`src/rtl/store_buffer.sv`:
```
// store_buffer: in-order store queue between the pipeline and memory.
// Each accepted store is lane-aligned at accept time (byte enables plus
// shifted data) and held in a DEPTH-entry FIFO until memory takes it.
// Compile-time option: define STORE_MISALIGN_TRAP_EN to reject misaligned
// stores with an err pulse; otherwise the lane offset is rounded down to
// the store size and the store is queued normally.
module store_buffer #(
  parameter int XLEN   = 32,
  parameter int DEPTH  = 4,
  parameter int ADDR_W = 32
) (
  input  logic                       clk,
  input  logic                       rst,
  input  logic                       in_valid,
  output logic                       in_ready,
  input  logic [2:0]                 in_funct3,
  input  logic [ADDR_W-1:0]          in_addr,
  input  logic [XLEN-1:0]            in_data,
  output logic                       mem_valid,
  input  logic                       mem_ready,
  output logic [ADDR_W-1:0]          mem_addr,
  output logic [XLEN-1:0]            mem_data,
  output logic [XLEN/8-1:0]          mem_be,
  output logic [$clog2(DEPTH):0]     count,
  output logic                       empty,
  output logic                       full,
  output logic                       err
);

  localparam int NB   = XLEN / 8;
  localparam int OFFW = $clog2(NB);
  localparam int PW   = $clog2(DEPTH);
  localparam int CW   = PW + 1;

  logic [ADDR_W-1:0] r_addr [DEPTH];
  logic [XLEN-1:0]   r_data [DEPTH];
  logic [NB-1:0]     r_be   [DEPTH];
  logic [PW-1:0]     r_wr_ptr;
  logic [PW-1:0]     r_rd_ptr;
  logic [CW-1:0]     r_count;
  logic              r_err;

  logic [OFFW-1:0]   w_off;
  logic [OFFW-1:0]   w_off_al;
  logic [3:0]        w_szm1;
  logic [NB-1:0]     w_bmask;
  logic [XLEN-1:0]   w_dmask;
  logic              w_illegal;
  logic              w_misaligned;
  logic              w_reject;
  logic              w_hs;
  logic              w_push;
  logic              w_pop;
  logic [ADDR_W-1:0] w_al_addr;
  logic [XLEN-1:0]   w_al_data;
  logic [NB-1:0]     w_al_be;

  assign w_off = in_addr[OFFW-1:0];

  // Decode store size into an unshifted lane mask and flag illegal sizes.
  always_comb begin
    w_illegal = 1'b0;
    w_bmask   = '0;
    w_szm1    = '0;
    case (in_funct3)
      3'b000: begin w_bmask = NB'(8'h01); w_szm1 = 4'd0; end
      3'b001: begin w_bmask = NB'(8'h03); w_szm1 = 4'd1; end
      3'b010: begin w_bmask = NB'(8'h0F); w_szm1 = 4'd3; end
      3'b011: begin
        if (XLEN == 64) begin
          w_bmask = NB'(8'hFF);
          w_szm1  = 4'd7;
        end else begin
          w_illegal = 1'b1;
        end
      end
      default: w_illegal = 1'b1;
    endcase
  end

  // Expand the lane mask to a bit mask and build the aligned entry.
  always_comb begin
    w_dmask = '0;
    for (int unsigned i = 0; i < NB; i++) begin
      w_dmask[i*8 +: 8] = {8{w_bmask[i]}};
    end
    w_misaligned = (w_off & OFFW'(w_szm1)) != '0;
    w_off_al     = w_off & ~OFFW'(w_szm1);
    w_al_be      = w_bmask << w_off_al;
    w_al_data    = (in_data & w_dmask) << {w_off_al, 3'b000};
    w_al_addr    = {in_addr[ADDR_W-1:OFFW], {OFFW{1'b0}}};
  end

`ifdef STORE_MISALIGN_TRAP_EN
  assign w_reject = w_illegal | w_misaligned;
`else
  assign w_reject = w_illegal;
`endif

  assign in_ready = (r_count != CW'(DEPTH));
  assign w_hs     = in_valid && in_ready;
  assign w_push   = w_hs && !w_reject;
  assign w_pop    = (r_count != '0) && mem_ready;

  // Queue storage, pointers, occupancy and the one-cycle reject pulse.
  always_ff @(posedge clk or negedge rst) begin
    if (!rst) begin
      for (int unsigned i = 0; i < DEPTH; i++) begin
        r_addr[i] <= '0;
        r_data[i] <= '0;
        r_be[i]   <= '0;
      end
      r_wr_ptr <= '0;
      r_rd_ptr <= '0;
      r_count  <= '0;
      r_err    <= 1'b0;
    end else begin
      r_err <= w_hs && w_reject;
      if (w_push) begin
        r_addr[r_wr_ptr] <= w_al_addr;
        r_data[r_wr_ptr] <= w_al_data;
        r_be[r_wr_ptr]   <= w_al_be;
        r_wr_ptr         <= r_wr_ptr + PW'(1);
      end
      if (w_pop) begin
        r_rd_ptr <= r_rd_ptr + PW'(1);
      end
      if (w_push && !w_pop) begin
        r_count <= r_count + CW'(1);
      end else if (w_pop && !w_push) begin
        r_count <= r_count - CW'(1);
      end
    end
  end

  assign count     = r_count;
  assign empty     = (r_count == '0);
  assign full      = (r_count == CW'(DEPTH));
  assign mem_valid = !empty;
  assign mem_addr  = r_addr[r_rd_ptr];
  assign mem_data  = r_data[r_rd_ptr];
  assign mem_be    = r_be[r_rd_ptr];
  assign err       = r_err;

endmodule
```
`config.mk`:
```
export PLATFORM = sky130hd
export DESIGN_NAME = store_buffer
export DESIGN_NICKNAME = d
export VERILOG_FILES = /design/src/rtl/store_buffer.sv
export SDC_FILE = /design/constraint.sdc
export NUM_CORES = 1
export LEC_CHECK = 0
export ABC_AREA = 1
export CORE_ASPECT_RATIO = 1.1
export CORE_UTILIZATION = 30
export DETAILED_ROUTE_END_ITERATION = 8
export RECOVER_POWER = 100
export SYNTH_ARGS = -nofsm -noshare
export SYNTH_HDL_FRONTEND = slang
export SYNTH_SLANG_ARGS = --single-unit
```
`constraint.sdc`:
```
create_clock -name clk -period 1.6 [get_ports clk]
set_input_delay 0.16 -clock clk [delete_from_list [all_inputs] [get_ports clk]]
set_output_delay 0.16 -clock clk [all_outputs]
set_load 0.005 [all_outputs]
```
==> impl_metrics.py, run 1 <==
metrics = {
    "sta": {
        "fin_ws_ps": -549,
        "setup_viol": 339,
        "hold_viol": 0,
        "grt_setup_unrepaired": "yes",
        "skew_ps": 31.8,
        "worstMarginPinSlew_ps": 1480,
        "drv_slew": 0,
        "timing.fmax_mhz": 465,
        "post-route-min-period_ps": 2150,
        "fin_crit_sh": 1.34,
        "tns_ps": -106110,
        "relSlewSlack": 0.0137,
    },
    "placed_design": {
        "post-dp-hpwl_um": 26000,
        "finalWeightedCongestion": 0.859,
        "port-buffer-count": 144,
    },
    "final_layout": {
        "n_fill_cell": 3663,
        "fin_util": 0.506,
        "drive_above_1_share": 0.423,
        "area_delta_synth_final_pct": 65.8,
        "antenna_cells": 0,
        "final_common_cell": "nand2_1",
        "fin_nets": 1974,
        "layout_common_cells": "nand2_1, dfrtp_1, nand2_2, nand2_4, nor2_1",
    },
    "clock_network": {
        "cts_root_buf": "clkbuf_16",
        "cts.path.max_buffers": 3,
        "cts_tree": "yes",
        "clkSinkCount": 272,
        "clock_latency_ps": 540,
        "ctsHtreeMaxLevel": 2,
        "clkTransAtPathRegs_ps": 60,
        "cts-buffers-inserted": 34,
    },
    "power": {
        "p_leak_uw": 0.0101,
        "p_clk_frac": 0.182,
        "p_sw_uw": 17100,
        "p_per_area_nw_per_um2": 2030,
        "p_int_uw": 25400,
        "p_total_uw": 42500,
        "p_sw_frac": 0.402,
        "seqPwrFrac": 0.302,
        "pwr-share-comb": 0.515,
        "ir_drop_uv": 886,
    },
    "routing": {
        "vias_per_cell": 5.19,
        "remaining_drc_errors": 0,
        "vias": 12900,
        "ant_nets": 0,
        "post_drt_wl_per_cell_um": 20.8,
        "drt_iter0_markers": 1111,
        "routed_wl_um": 51500,
        "first_pass_iters": 6,
    },
    "worst_setup_path": {
        "worst_setup_path_start_kind": "register",
        "end_kind": "primary output",
        "critPathBufInv": 5,
        "crit_chain": "buf_12 > inv_12 > buf_8 > buf_16 > nor2_2 > o22ai_2 > buf_2",
        "arrival_ps": 1990,
        "worst-path-max-fanout": 6,
        "cp_top_family": "buffers and inverters",
        "criticalPathCategory": "register to primary output",
        "max_stage_delay_ps": 570,
        "crit_slowest_cell": "dfrtp_4",
        "worstPathRequired_ps": 1440,
    },
    "synth": {
        "synthesis.area_sq_um": 12600,
        "synthCells": 1589,
        "synth-warning-count": 0,
        "yosys_register_bits": 272,
        "ys_seq_area_frac": 0.539,
        "ys_types": 27,
        "syn_area_per_cell_sq_um": 7.95,
    },
    "floorplan": {
        "rows": 78,
        "die_w_um": 198,
        "core_area_sq_um": 41400,
        "die_h_um": 217,
        "ioPinCount": 147,
        "initial_core_util": 0.305,
        "dieArea_sq_um": 42900,
    },
    "global_route": {
        "use_met2": 0.352,
        "use_met3": 0.0307,
        "grt_pass1_vias": 12200,
        "grt_start_max_net_pins": 52,
        "grt_pass1_wl_um": 71400,
        "grt-ovfl-total": 0,
        "antenna_found_initial": 0,
        "grtUsageTotal": 0.217,
        "use_met1": 0.293,
        "busiest_layer": "met2",
    },
    "flow_run": {
        "drv_cap": 0,
    },
    "outcome": {
        "violations": "negative setup slack",
        "outcome": "finished, violations left",
    },
    "hold_path": {
        "min_path_type": "input port to register",
    },
}
==> worst paths after layout <==
kind                                   from      endpoint  slack [ps]  cells after the start
max in group asynchronous               rst   r_data[106]          80                      3
worst min-delay path            in_addr[13]    r_addr[77]         250                      3
min in group asynchronous               rst    r_data[41]         530                      2
worst max-delay path            r_rd_ptr[0]  mem_data[22]        -550                      7
worst min register to register   r_addr[91]    r_addr[91]         470                      2
worst max register to register     count[2]    r_addr[56]        -400                     12
==> cell families after synthesis <==
family,count (synthesis),synth area share
buffers and inverters,124,0.0557
and+or+nand+nor,907,0.280
other,1,0.000297
DFF,272,0.539
adders and majority gates,6,0.00654
xor gates and xnor gates,4,0.00278
AOI/OAI and AO/OA,275,0.116
==> synthesized netlist by cell type <==
cell type | instances | area share
nand3_4 | 1 | 0.0014
buf_6 | 17 | 0.015
fa_1 | 1 | 0.0016
nor2_1 | 142 | 0.042
xnor2_1 | 1 | 0.00069
nand2_4 | 8 | 0.0071
nand2_1 | 736 | 0.22
o22ai_1 | 66 | 0.033
nor2_8 | 1 | 0.0016
nand3_1 | 10 | 0.0040
o21ai_1 | 26 | 0.010
a21oi_1 | 2 | 0.00079
buf_4 | 15 | 0.0089
nand2_2 | 7 | 0.0035
xor2_1 | 3 | 0.0021
inv_1 | 11 | 0.0033
ha_1 | 5 | 0.0050
o21ai_0 | 181 | 0.072
buf_2 | 36 | 0.014
nor2_4 | 1 | 0.00089
clkinv_2 | 3 | 0.0012
conb_1 | 1 | 0.00030
inv_4 | 2 | 0.00099
nor2_2 | 1 | 0.00050
inv_2 | 4 | 0.0012
dfrtp_1 | 272 | 0.54
clkbuf_1 | 36 | 0.011
==> stage by stage <==
stage | hold WS [ps] | worst slack (ps) | cell area, sq um | instances
CTS | 150 | -561 | 18900 | 2443
global placement | 113 | -371 | 15600 | 2307
floorplan | -136 | -87.1 | 12600 | 1590
global route | 264 | -553 | 20900 | 2479
finish | 253 | -549 | 20900 | 2479
detailed placement | 110 | -380 | 15600 | 2307
==> tightest hold or removal path, stage by stage <==
cell,delay (ps)
clkdlybuf4s50_1,460
nand2_1,90
nand2_1,40
==> final cells by class <==
type	instances	area [sq um]	area share
multi-input combinational	1195	7400	0.353
sequential	272	6810	0.326
timing repair buffer	372	4700	0.225
clock buffer	50	1000	0.0479
tap	560	701	0.0335
inverter	20	181	0.00867
clock inverter	8	103	0.00490
timing repair inverter	2	32.5	0.00155
==> metal layers <==
metal,wire [um],up-vias
met5,0,-
met2,24900,619
met1,21500,6430
li1,-,5724
met3,3480,104
met4,1530,0
==> power groups by stage <==
stage / clock network, uW / registers, uW / logic, uW
6_report: 7740 / 12900 / 21900
5_1_grt: 8120 / 13100 / 23400
4_1_cts: 7840 / 12100 / 19100
3_5_place_dp: 0 / 11700 / 14500
3_3_place_gp: 0 / 11600 / 14400
2_1_floorplan: 0 / 11300 / 7340
==> what timing repair did <==
item,CTS,global route
endpoints found under the setup margin,230,337
pin swaps,127,111
hold buffers,1,0
buffers inserted,54,21
hold endpoints to repair,272,0
resized for setup,715,445
gates cloned,33,25
==> sequential cells by signal (all words and copies together) (netlist names) <==
| register | count |
|---|---|
| err | 1 |
| count | 3 |
| r_rd_ptr | 2 |
| r_data | 128 |
| r_addr | 120 |
| r_wr_ptr | 2 |
| r_be | 16 |
Power figures use the tool's default switching activity.
==> run 2: changes to the inputs <==
--- a/config.mk
+++ b/config.mk
@@ -10,6 +10,7 @@
 export CORE_UTILIZATION = 30
 export DETAILED_ROUTE_END_ITERATION = 8
 export RECOVER_POWER = 100
+export SLEW_MARGIN = 10
 export SYNTH_ARGS = -nofsm -noshare
 export SYNTH_HDL_FRONTEND = slang
 export SYNTH_SLANG_ARGS = --single-unit
==> results of run 2 <==
Same layout as run 1: the final DEF is identical, and so are final timing and power.
